===== src/rtl/rv_decode_unit.sv =====
// Registered RV32 decode stage: splits one instruction into register indices,
// sign-extended immediate, ALU op code and control vector, one cycle latency.
module rv_decode_unit #(
   parameter int unsigned INSTR_SIZE     = 32,
   parameter int unsigned WORD_SIZE      = 32,
   parameter int unsigned NUM_A_REGS     = 32,
   parameter int unsigned ALU_OP_SIZE    = 4,
   parameter int unsigned CONTR_SIG_SIZE = 5,
   parameter logic [ALU_OP_SIZE-1:0] ALU_ADD = 4'b0010,
   parameter logic [ALU_OP_SIZE-1:0] ALU_SUB = 4'b0110,
   parameter logic [ALU_OP_SIZE-1:0] ALU_AND = 4'b0000,
   parameter logic [ALU_OP_SIZE-1:0] ALU_XOR = 4'b1000,
   parameter logic [ALU_OP_SIZE-1:0] ALU_SRA = 4'b1001,
   parameter int unsigned CONTR_VALID_INDEX    = 0,
   parameter int unsigned CONTR_REGWRITE_INDEX = 1,
   parameter int unsigned CONTR_ALUSRC_INDEX   = 2,
   parameter int unsigned CONTR_MEMRE_INDEX    = 3,
   parameter int unsigned CONTR_MEMWR_INDEX    = 4,
   parameter int unsigned RegIdxW = $clog2(NUM_A_REGS)
) (
   input  logic                      clk_i,
   input  logic                      rst_i,
   input  logic                      en_i,
   input  logic [INSTR_SIZE-1:0]     instr_i,
   output logic [RegIdxW-1:0]        rd_o,
   output logic [RegIdxW-1:0]        rs1_o,
   output logic [RegIdxW-1:0]        rs2_o,
   output logic [WORD_SIZE-1:0]      imm_o,
   output logic [ALU_OP_SIZE-1:0]    alu_op_o,
   output logic [CONTR_SIG_SIZE-1:0] control_o
);

   localparam logic [6:0] OpR     = 7'b0110011;
   localparam logic [6:0] OpI     = 7'b0010011;
   localparam logic [6:0] OpLoad  = 7'b0000011;
   localparam logic [6:0] OpStore = 7'b0100011;
   localparam logic [6:0] F7Zero  = 7'b0000000;
   localparam logic [6:0] F7Alt   = 7'b0100000;

   logic [6:0] opcode;
   logic [2:0] funct3;
   logic [6:0] funct7;

   assign opcode = instr_i[6:0];
   assign funct3 = instr_i[14:12];
   assign funct7 = instr_i[31:25];

   logic [RegIdxW-1:0]        rd_d, rs1_d, rs2_d;
   logic [RegIdxW-1:0]        rd_q, rs1_q, rs2_q;
   logic [WORD_SIZE-1:0]      imm_d, imm_q;
   logic [ALU_OP_SIZE-1:0]    alu_op_d, alu_op_q;
   logic [CONTR_SIG_SIZE-1:0] control_d, control_q;
   logic                      valid, regwrite, alusrc, memre, memwr;
   logic                      use_rs2, use_rd;
   logic [WORD_SIZE-1:0]      imm_i_type, imm_s_type, imm_shamt;

   assign imm_i_type = {{(WORD_SIZE-12){instr_i[31]}}, instr_i[31:20]};
   assign imm_s_type = {{(WORD_SIZE-12){instr_i[31]}}, instr_i[31:25], instr_i[11:7]};
   assign imm_shamt  = {{(WORD_SIZE-5){1'b0}}, instr_i[24:20]};

   // Combinational decode; anything unrecognised falls through as an all-zero bubble.
   always_comb begin
      valid    = 1'b0;
      regwrite = 1'b0;
      alusrc   = 1'b0;
      memre    = 1'b0;
      memwr    = 1'b0;
      use_rs2  = 1'b0;
      use_rd   = 1'b0;
      alu_op_d = ALU_ADD;
      imm_d    = '0;
      unique case (opcode)
         OpR: begin
            use_rs2 = 1'b1;
            use_rd  = 1'b1;
            valid   = 1'b1;
            if (funct3 == 3'b000 && funct7 == F7Zero)      alu_op_d = ALU_ADD;
            else if (funct3 == 3'b000 && funct7 == F7Alt)  alu_op_d = ALU_SUB;
            else if (funct3 == 3'b111 && funct7 == F7Zero) alu_op_d = ALU_AND;
            else if (funct3 == 3'b100 && funct7 == F7Zero) alu_op_d = ALU_XOR;
            else if (funct3 == 3'b101 && funct7 == F7Alt)  alu_op_d = ALU_SRA;
            else                                           valid    = 1'b0;
            regwrite = valid;
         end
         OpI: begin
            use_rd   = 1'b1;
            valid    = 1'b1;
            imm_d    = imm_i_type;
            if (funct3 == 3'b000)      alu_op_d = ALU_ADD;
            else if (funct3 == 3'b111) alu_op_d = ALU_AND;
            else if (funct3 == 3'b100) alu_op_d = ALU_XOR;
            else if (funct3 == 3'b101 && funct7 == F7Alt) begin
               alu_op_d = ALU_SRA;
               imm_d    = imm_shamt;
            end else begin
               valid = 1'b0;
            end
            regwrite = valid;
            alusrc   = valid;
         end
         OpLoad: begin
            use_rd   = 1'b1;
            valid    = (funct3 == 3'b010);
            imm_d    = imm_i_type;
            regwrite = valid;
            alusrc   = valid;
            memre    = valid;
         end
         OpStore: begin
            use_rs2 = 1'b1;
            valid   = (funct3 == 3'b010);
            imm_d   = imm_s_type;
            alusrc  = valid;
            memwr   = valid;
         end
         default: ;
      endcase

      rd_d  = (valid && use_rd)  ? instr_i[11:7]  : '0;
      rs1_d = valid              ? instr_i[19:15] : '0;
      rs2_d = (valid && use_rs2) ? instr_i[24:20] : '0;
      if (!valid) begin
         alu_op_d = ALU_ADD;
         imm_d    = '0;
      end
      // x0 is never renamed, so a write to it is suppressed here.
      if (rd_d == '0) regwrite = 1'b0;

      control_d                       = '0;
      control_d[CONTR_VALID_INDEX]    = valid;
      control_d[CONTR_REGWRITE_INDEX] = regwrite;
      control_d[CONTR_ALUSRC_INDEX]   = alusrc;
      control_d[CONTR_MEMRE_INDEX]    = memre;
      control_d[CONTR_MEMWR_INDEX]    = memwr;
   end

   // Output register: capture on en_i, hold on stall, async clear on reset.
   always_ff @(posedge clk_i or posedge rst_i) begin
      if (rst_i) begin
         rd_q      <= '0;
         rs1_q     <= '0;
         rs2_q     <= '0;
         imm_q     <= '0;
         alu_op_q  <= '0;
         control_q <= '0;
      end else if (en_i) begin
         rd_q      <= rd_d;
         rs1_q     <= rs1_d;
         rs2_q     <= rs2_d;
         imm_q     <= imm_d;
         alu_op_q  <= alu_op_d;
         control_q <= control_d;
      end
   end

   assign rd_o      = rd_q;
   assign rs1_o     = rs1_q;
   assign rs2_o     = rs2_q;
   assign imm_o     = imm_q;
   assign alu_op_o  = alu_op_q;
   assign control_o = control_q;

endmodule


===== config.mk =====
export PLATFORM = sky130hd
export DESIGN_NAME = rv_decode_unit
export DESIGN_NICKNAME = d
export VERILOG_FILES = /design/src/rtl/rv_decode_unit.sv
export SDC_FILE = /design/constraint.sdc
export NUM_CORES = 1
export LEC_CHECK = 0
export CAP_MARGIN = 20
export CORE_MARGIN = 2
export CORE_UTILIZATION = 30
export DETAILED_ROUTE_END_ITERATION = 16
export PLACE_DENSITY = 0.61
export RECOVER_POWER = 25
export REMOVE_ABC_BUFFERS = 1
export SETUP_SLACK_MARGIN = 0.02
export SLEW_MARGIN = 20
export SYNTH_ARGS = -nofsm -noshare
export SYNTH_HDL_FRONTEND = slang
export SYNTH_SLANG_ARGS = --single-unit
export TNS_END_PERCENT = 50

===== constraint.sdc =====
create_clock -name clk_i -period 1.8 [get_ports clk_i]
set_input_delay 0.36 -clock clk_i [delete_from_list [all_inputs] [get_ports clk_i]]
set_output_delay 0.36 -clock clk_i [all_outputs]
set_load 0.02 [all_outputs]

; ---- Word-level counts from Yosys, hierarchy flattened
; Cells that the tools add are included.
[op_classes]
eq_ne = 9
muxes = 35
reduce_logical = 13
[op_table]
columns = cell, count
row1 = 32-bit two-way mux, 5
row2 = 32-bit one-hot mux with 3 select lines, 1
row3 = 4-bit two-way mux, 9
row4 = 7-bit by 6-bit equality test with 1-bit output (second input constant), 3
row5 = 5-bit two-way mux, 3
row6 = 1-bit two-way mux, 13
row7 = 3-bit equality test (second input constant), 3
row8 = 4-bit one-hot mux with 2 select lines, 1
row9 = 7-bit by 2-bit equality test with 1-bit output (second input constant), 1
row10 = 7-bit by 5-bit equality test with 1-bit output (second input constant), 1
row11 = 1-bit logical AND, 7
row12 = 7-bit zero test, 1
row13 = 1-bit one-hot mux with 3 select lines, 2
row14 = 5-bit zero test, 1
row15 = 2-bit OR reduction, 2
row16 = 3-bit by 2-bit equality test with 1-bit output (second input constant), 1
row17 = 3-bit zero test, 1
row18 = 3-bit OR reduction, 1
row19 = 1-bit one-hot mux with 2 select lines, 1
[word_totals]
reg_bits = 56
input_bits = 35
output_inout_bits = 56

; ---- Longest topological paths before layout
; Gate-level depths: netlist of run 1.
[logic_depth]
word_depth = 12
ltp_mapped = 7

; ---- Worst setup path after synthesis of run 1
; Ideal clock, no wire load.
[synth_path]
kind = in2reg
from = in instr_i[26]
to = reg imm_q[5] (netlist: imm_o[5])
setup_ps = 67
arrival_time_ps = 1769
t_required_ps = 1733
slack_ps = -36
stages = 6
n_path_buf = 1
cell_sequence = or4_4 -> nor3_4 -> nand4_2 -> o21ai_4 -> buf_8 -> a41o_1
[synth_via]
elab_chain_len = 9
elab_cells_between_ends = 22
classes_between = eq/ne (1) / mux (15) / reduce/logical (6)
[synth_lines]
columns = element, line_no
row1 = from (decl), 24  ; input logic [INSTR_SIZE-1:0] instr_i,
row2 = 7-bit by 6-bit equality test with 1-bit output, "78, 81, 92"
row3 = 1-bit logical AND, "81, 92"
row4 = 1-bit two-way mux, "81, 92"
row5 = 1-bit two-way mux, 80  ; else if (funct3 == 3'b100 && funct7 == F7Zero) alu_op_d = ALU_XOR;
row6 = 1-bit two-way mux, 79  ; else if (funct3 == 3'b111 && funct7 == F7Zero) alu_op_d = ALU_AND;
row7 = 1-bit two-way mux, 78  ; else if (funct3 == 3'b000 && funct7 == F7Alt) alu_op_d = ALU_SUB;
row8 = 1-bit two-way mux, 77  ; if (funct3 == 3'b000 && funct7 == F7Zero) alu_op_d = ALU_ADD;
row9 = 1-bit one-hot mux with 3 select lines, 72  ; unique case (opcode)
row10 = 32-bit two-way mux (*), 122  ; if (!valid) begin
row11 = to (signal assigned), 150  ; imm_q <= imm_d;
row12 = to (decl), 50  ; logic [WORD_SIZE-1:0] imm_d, imm_q;
; Mark *: on every way between the ends. The rest lies on a longest branch, timed or not.
; A chain may end at the register's enable or synchronous reset.

; ---- Worst setup path after layout of run 1
[layout_path]
from = in instr_i[27]
to = reg imm_q[1] (netlist: imm_o[1])
[layout_via]
elab_chain_len = 9
elab_cells_between_ends = 17
classes_between = eq/ne (1) / mux (10) / reduce/logical (6)
[layout_lines]
columns = element, line_no
row1 = 7-bit by 6-bit equality test with 1-bit output, "78, 81, 92"
row2 = 1-bit logical AND, "81, 92"
row3 = 1-bit two-way mux, "81, 92"
row4 = 1-bit two-way mux, 80
row5 = 1-bit two-way mux, 79
row6 = 1-bit two-way mux, 78
row7 = 1-bit two-way mux, 77
row8 = 1-bit one-hot mux with 3 select lines (*), 72
row9 = 32-bit two-way mux (*), 122
; Marks and branches as above.

==> results of run 1 <==
-- through the flow --
| stage | utilization | power [mW] | setup slack [ns] | TNS (ns) | instances |
|---|---|---|---|---|---|
| floorplan | - | 0.900 | -1.36 | -33.41 | 150 |
| global placement | 0.482 | 1.09 | -0.525 | -16.00 | 356 |
| detailed placement | 0.482 | 1.09 | -0.560 | -17.39 | 356 |
| CTS | 0.514 | 1.84 | 0.0204 | 0 | 371 |
| global route | 0.521 | 1.89 | -0.0471 | -0.113 | 370 |
| finish | 0.521 | 1.82 | 0.0417 | 0 | 370 |
-- cell usage in the layout (no fill, tap or decap), types with 2 or more instances in the layout --
cell type,n
or2_2,2
dlygate4sd2_1,21
xor2_1,2
or4_4,2
a22o_1,20
a41o_1,10
buf_6,4
a21oi_1,3
clkbuf_2,2
buf_4,38
clkbuf_8,5
dfrtp_1,35
o21ai_0,2
clkdlybuf4s50_1,58
nor4_4,2
nand2b_1,3
buf_12,3
nor3_1,3
and3_1,14
nand2_2,2
nor2b_1,12
inv_1,5
dlymetal6s2s_1,6
nor2_1,4
nand2_1,3
o2bb2ai_1,3
a32o_1,4
-- state kept, by name, summed over array words and instances (netlist names) --
register   count
rs2_o          5
rs1_o          5
control_o      5
rd_o           5
imm_o         12
alu_op_o       4
-- worst max-delay path by stage --
| stage | depth (start not counted) | startpoint | slack (ns) | end |
|---|---|---|---|---|
| after global placement | 6 | instr_i[26] | -0.52 | imm_o[10] |
| after floorplan | 0 | imm_o[30] | -1.36 | imm_o[11] |
| final | 8 | instr_i[27] | 0.04 | imm_o[1] |
| after detailed placement | 6 | instr_i[26] | -0.56 | imm_o[10] |
| after CTS | 2 | imm_o[30] | 0.02 | imm_o[21] |
| after global routing | 8 | instr_i[27] | -0.05 | alu_op_o[3] |
-- cell families (layout without fill, tap and decap cells) --
logic type / count (synthesis) / in the layout / synth area share
AOI/OAI and AO/OA: 52 / 52 / 0.233
xor gates and xnor gates: 2 / 2 / 0.00894
buffers and inverters: 37 / 149 / 0.120
DFF: 36 / 36 / 0.460
and+or+nand+nor: 54 / 54 / 0.178
-- synth_stat cells (2+ instances only) --
| cell type | n |
|---|---|
| o22ai_1 | 2 |
| a41o_1 | 10 |
| and3_1 | 14 |
| nand3_1 | 2 |
| a22o_1 | 20 |
| inv_1 | 5 |
| clkbuf_1 | 7 |
| nand2_1 | 5 |
| nand2b_1 | 3 |
| dfrtp_1 | 36 |
| nor2b_1 | 12 |
| o2bb2ai_1 | 3 |
| buf_4 | 20 |
| nor3_1 | 3 |
| buf_2 | 2 |
| a32o_1 | 4 |
| or2_2 | 2 |
| a21oi_1 | 4 |
| xor2_1 | 2 |
| o21ai_0 | 2 |
| nor2_1 | 4 |
-- area by class of cell --
| type | count | area, um2 | share of cell area |
|---|---|---|---|
| tap | 77 | 96.3 | 0.0291 |
| inverter | 6 | 22.5 | 0.00681 |
| timing repair buffer | 135 | 1280 | 0.388 |
| clock inverter | 3 | 42.5 | 0.0129 |
| clock buffer | 5 | 68.8 | 0.0208 |
| sequential | 36 | 902 | 0.273 |
| multi-input combinational | 108 | 892 | 0.270 |
-- power groups by stage --
stage	clock network (mW)	registers, mW	logic (mW)
after floorplan	0	0.829	0.0705
final	0.716	0.810	0.291
after global routing	0.767	0.810	0.316
after global placement	0	0.827	0.268
after detailed placement	0	0.827	0.267
after CTS	0.737	0.810	0.289
-- metal layers --
metal,vias up,part of all wire,GRT usage
met5,-,0,0
met4,0,0.0056,0.0390
met3,4,0.065,0.0399
met2,76,0.48,0.270
met1,906,0.45,0.215
li1,882,-,-
-- worst register-to-register path: stages, from the launching register on --
cell     delay (ns)
dfrtp_1        0.39
nor2b_1        0.14
a41o_1         0.20
-- timing repair --
| item | 4_1_cts | 5_1_grt |
|---|---|---|
| setup endpoints to repair | 55 | 31 |
| pin swaps | 12 | 15 |
| resized for setup | 47 | 15 |
| buffers inserted | 6 | 0 |
| cloned | 1 | 0 |
==> results.ini, run 1 <==
[synthesis]
ys_seq_area_frac=0.460
synth-seq-cells=36
ys.flop_type=dfrtp_1
syn_avg_cell_area_um2=10.8
synth_edf_count=0
syn_inst=181
synth_area_mm2=0.00196
yosys.area.top_type=dfrtp_1
async_flop_share=1.00
yosysWarningCount=0
yosysUniqueCellTypes=40
synth.area.top_cells=dfrtp_1 46%, a22o_1 8.9%, buf_4 7.7%
synth_top_area_frac=0.460

[floorplan]
start_util=0.309
die_area_mm2=0.00719
die_x_um=84.8
ioPinCount=91
core_mm2=0.00635
die_h_um=84.8
rows=29

[cts]
clkTransAtPathRegs_ns=0.08
numCtsBuffers=5
cts_tree=done
hold_buffers=0
cts-root-buf=clkbuf_8
cts_buffer_depth=2
worst_skew_pair.late_latency_ns=0.29
cts_num_sinks=36
htreeDepth=2

[pwr]
p_int_mw=1.37
combPwrFrac=0.160
p_clk_frac=0.394
p_leak_nw=1.72
power.switching_mw=0.446
seq_power_share=0.446
sw_frac_of_total=0.245
power_density_mw_per_mm2=549
irDropWorstVdd_mv=0.272

[critical_path]
critPathRequiredTime_ns=2.03
cp.arrival_ns=1.99
crit_family=simple AND/OR/NAND/NOR gates
reg2reg_slack_ns=0.96
worstPathCellList=buf_6 -> or4_4 -> nor3_4 -> nand4_4 -> o21ai_4 -> buf_12 -> buf_12 -> a41o_1
timing.rr.start=imm_o[1]
timing_worst_setup_path_type=input pin to flop
critPathMaxStageDelay_ns=0.58
startpoint_type=input pin
slowest_stage=or4_4
r2r_cells=2
reg2reg_to=imm_o[1]
endpoint_kind=flop
cp.buffers_inverters=3
cp_max_fo=7
crit_top_cell=buf_12

[finish]
antennaDiodeCount=0
drive_gt1_frac=0.256
fin_area_mm2=0.00331
nets=327
fillers=589
areaGrowthSynthToFinish_pct=68.8

[sta]
max_slew.worst_pin.slew_ns=0.905
finalCriticalPeriod_ns=1.76
rsz0062_at_grt=yes
setup_violations=0
fmax_mhz=569
slew-limit-headroom=0.397
min_period_over_period=0.977
drv_slew=0
hold_viol_final=0
holdWs_ns=0.326
finClkSkew_ns=0

[route]
firstDrtPassIters=4
drt-total-wl_mm=5.73
vias_per_cell=5.05
ant_nets=0
wire_per_inst_um=15.5
drt_iter0_markers=68
vias=1868
route.detailed.drc=0

[place]
placed_area_mm2=0.00306
place_hpwl_mm=4.04
gp_congestion=0.828
port_buffers=90

[status]
status=completed

[min_path]
worstHoldStart=instr_i[25]
hold_end=imm_o[5]
hold_class=input pin to flop
holdPathStages=2

[global_routing]
grt_pass1_vias=1911
grtUsageTotal=0.163
grt_max_degree=37
gr-total-overflow=0
grt_pass1_wl_mm=9.43
antenna_found_initial=0

[run]
max_cap_viol_count=0

(Power assumes the default switching activity.)
==> inputs of run 2 (changes only) <==
ABC_AREA = 1   (was not set)
ABC_CLOCK_PERIOD_IN_PS = 1800   (was not set)
CELL_PAD_IN_SITES_DETAIL_PLACEMENT = 1   (was not set)
CELL_PAD_IN_SITES_GLOBAL_PLACEMENT = 2   (was not set)
CORE_UTILIZATION = 23   (was 30)
PLACE_DENSITY = 0.84   (was 0.61)
==> results.ini, run 2 <==
[floorplan]
die_area_mm2=0.00921
die_h_um=96.0
core_mm2=0.00822
start_util=0.237
die_x_um=96.0
ioPinCount=91
rows=33

[synthesis]
synth_fa_ha_area_frac=0
synth_top_area_frac=0.463
synth-xor-area-share=0
syn_inst=258
synth-seq-cells=36
async_flop_share=1.00
synth.area.top_cells=dfrtp_1 46%, nand2_1 19%, buf_4 7.7%
synthMuxAreaShare=0
synth_area_mm2=0.00195
yosysUniqueCellTypes=24
synth-compound-area-share=0.0894
yosys.area_share.simple=0.303
synth_most_common_cell=nand2_1
syn_avg_cell_area_um2=7.54
yosys.area.top_type=dfrtp_1
ys.flop_type=dfrtp_1
synth_top_family_by_area=simple AND/OR/NAND/NOR gates
synth_edf_count=0
synth_common_cells=98 x nand2_1, 36 x dfrtp_1, 23 x inv_1
ys_seq_area_frac=0.463
yosysWarningCount=0

[sta]
hold_viol_final=0
setup_violations=0
min_period_over_period=0.933
fmax_mhz=595
rsz0062_at_grt=no
slew-limit-headroom=0.380
holdWs_ns=0.395
finClkSkew_ns=0
drv_slew=0
finalCriticalPeriod_ns=1.68
max_slew.worst_pin.slew_ns=0.930

[min_path]
hold_class=input pin to flop

[cts]
cts_buffer_depth=2
cts_num_sinks=36
htreeDepth=2
worst_skew_pair.late_latency_ns=0.29
cts-root-buf=clkbuf_8
clkTransAtPathRegs_ns=0.08
numCtsBuffers=5
cts_tree=done
hold_buffers=0

[route]
drt-total-wl_mm=6.66
wire_per_inst_um=13.9
ant_nets=0
drt_iter0_markers=40
vias_per_cell=4.31
route.detailed.drc=0
vias=2065
firstDrtPassIters=4

[critical_path]
crit_start=instr_i[30]
endpoint=rs2_o[4]
cp_max_fo=13
critPathRequiredTime_ns=2.02
reg2reg_slack_ns=0.99
reg2reg_to=imm_o[30]
startpoint_type=input pin
cp.arrival_ns=1.90
endpoint_kind=flop
timing_worst_setup_path_type=input pin to flop
timing.rr.start=imm_o[30]
r2r_cells=3

[global_routing]
grt_pass1_vias=2195
gr-total-overflow=0
grt_max_degree=37
grt_pass1_wl_mm=10.7
antenna_found_initial=1
grtUsageTotal=0.151

[finish]
largest_register_ffs=12
drive_gt1_frac=0.228
fillers=992
fin_area_mm2=0.00334
areaGrowthSynthToFinish_pct=71.4
nets=407
final_cell_mix=89 x nand2_1, 55 x clkdlybuf4s50_1, 39 x buf_4, 36 x dfrtp_1, 26 x dlygate4sd2_1
final_common_cell=nand2_1

[pwr]
seq_power_share=0.464
irDropWorstVdd_mv=0.247
power_density_mw_per_mm2=525
p_total_mw=1.75
p_clk_frac=0.411
combPwrFrac=0.125
p_leak_nw=1.76
power.switching_mw=0.423
sw_frac_of_total=0.242
p_int_mw=1.33

[status]
status=completed

[place]
placed_area_mm2=0.00308
gp_congestion=0.821
place_hpwl_mm=5.06
port_buffers=90

[run]
max_cap_viol_count=0

## run 2: cell count changes after synthesis, sizes merged, moves of 10 or more
cell,previous run,this run
a41o,10,0
inv,5,25
nand2,5,99
and3,14,0
nand3,2,20
a22o,20,0
nor2b,12,0
nor2,4,15
o21ai,3,21
## run 2: routing by layer
metal | GRT usage | up-vias | wire length [um]
li1 | - | 1027 | -
met1 | 0.198 | 972 | 2990
met2 | 0.255 | 59 | 3240
met3 | 0.0368 | 7 | 381
met4 | 0.0286 | 0 | 48
met5 | 0 | - | 0
## run 2: stage by stage
step	setup slack [ns]	util	std cells	TNS (ns)
2_1_floorplan	-1.36	-	232	-29.97
3_5_place_dp	-0.376	0.375	464	-10.95
6_report	0.120	0.406	479	0
5_1_grt	0.0193	0.406	478	0
4_1_cts	0.00805	0.393	476	0
3_3_place_gp	-0.357	0.375	464	-9.62
## run 2: critical path, cell delays in order
cell and delay, ns:
clkdlybuf4s50_1 0.42, buf_4 0.15, inv_1 0.06, nand2_2 0.08, a21oi_2 0.15, nand2_2 0.08, nand3_2 0.06, nand2_2 0.06
nand3_2 0.07, nand2_2 0.10, buf_8 0.17, o21ai_0 0.14
## run 2: power groups by stage
stage | logic, mW | registers [mW] | clock network, mW
5_1_grt | 0.242 | 0.812 | 0.778
3_5_place_dp | 0.216 | 0.828 | 0
3_3_place_gp | 0.210 | 0.828 | 0
2_1_floorplan | 0.0553 | 0.831 | 0
4_1_cts | 0.218 | 0.812 | 0.747
6_report | 0.219 | 0.812 | 0.720
## run 2: what timing repair did
item                       in CTS  in global routing
setup endpoints to repair      51                 32
buffers inserted                4                  2
pin swaps                      10                 12
gates resized for setup        42                 30
## run 2: layout make-up
| type | instances | area [um2] | share of cell area |
|---|---|---|---|
| inverter | 25 | 96.3 | 0.0289 |
| timing repair buffer | 133 | 1230 | 0.369 |
| clock buffer | 5 | 68.8 | 0.0206 |
| antenna | 1 | 2.50 | 0.000750 |
| tap | 105 | 131 | 0.0394 |
| clock inverter | 3 | 42.5 | 0.0128 |
| sequential | 36 | 901 | 0.270 |
| multi-input combinational | 171 | 861 | 0.258 |
## run 2: worst min-delay path by stage
stage,from,to,slack (ns),cells past startpoint
floorplan,en_i,control_o[2],0.47,1
global placement,rs1_o[2],rs1_o[2],0.46,2
detailed placement,rs1_o[2],rs1_o[2],0.47,2
CTS,imm_o[0],imm_o[0],0.49,2
global route,instr_i[26],imm_o[6],0.41,3
finish,instr_i[28],imm_o[8],0.40,3
## run 2: logic make-up (layout without fill, tap and decap cells)
logic type	after synthesis	in the layout
and+or+nand+nor	139	139
buffers and inverters	51	166
AOI/OAI and AO/OA	32	32
other	0	1
DFF	36	36
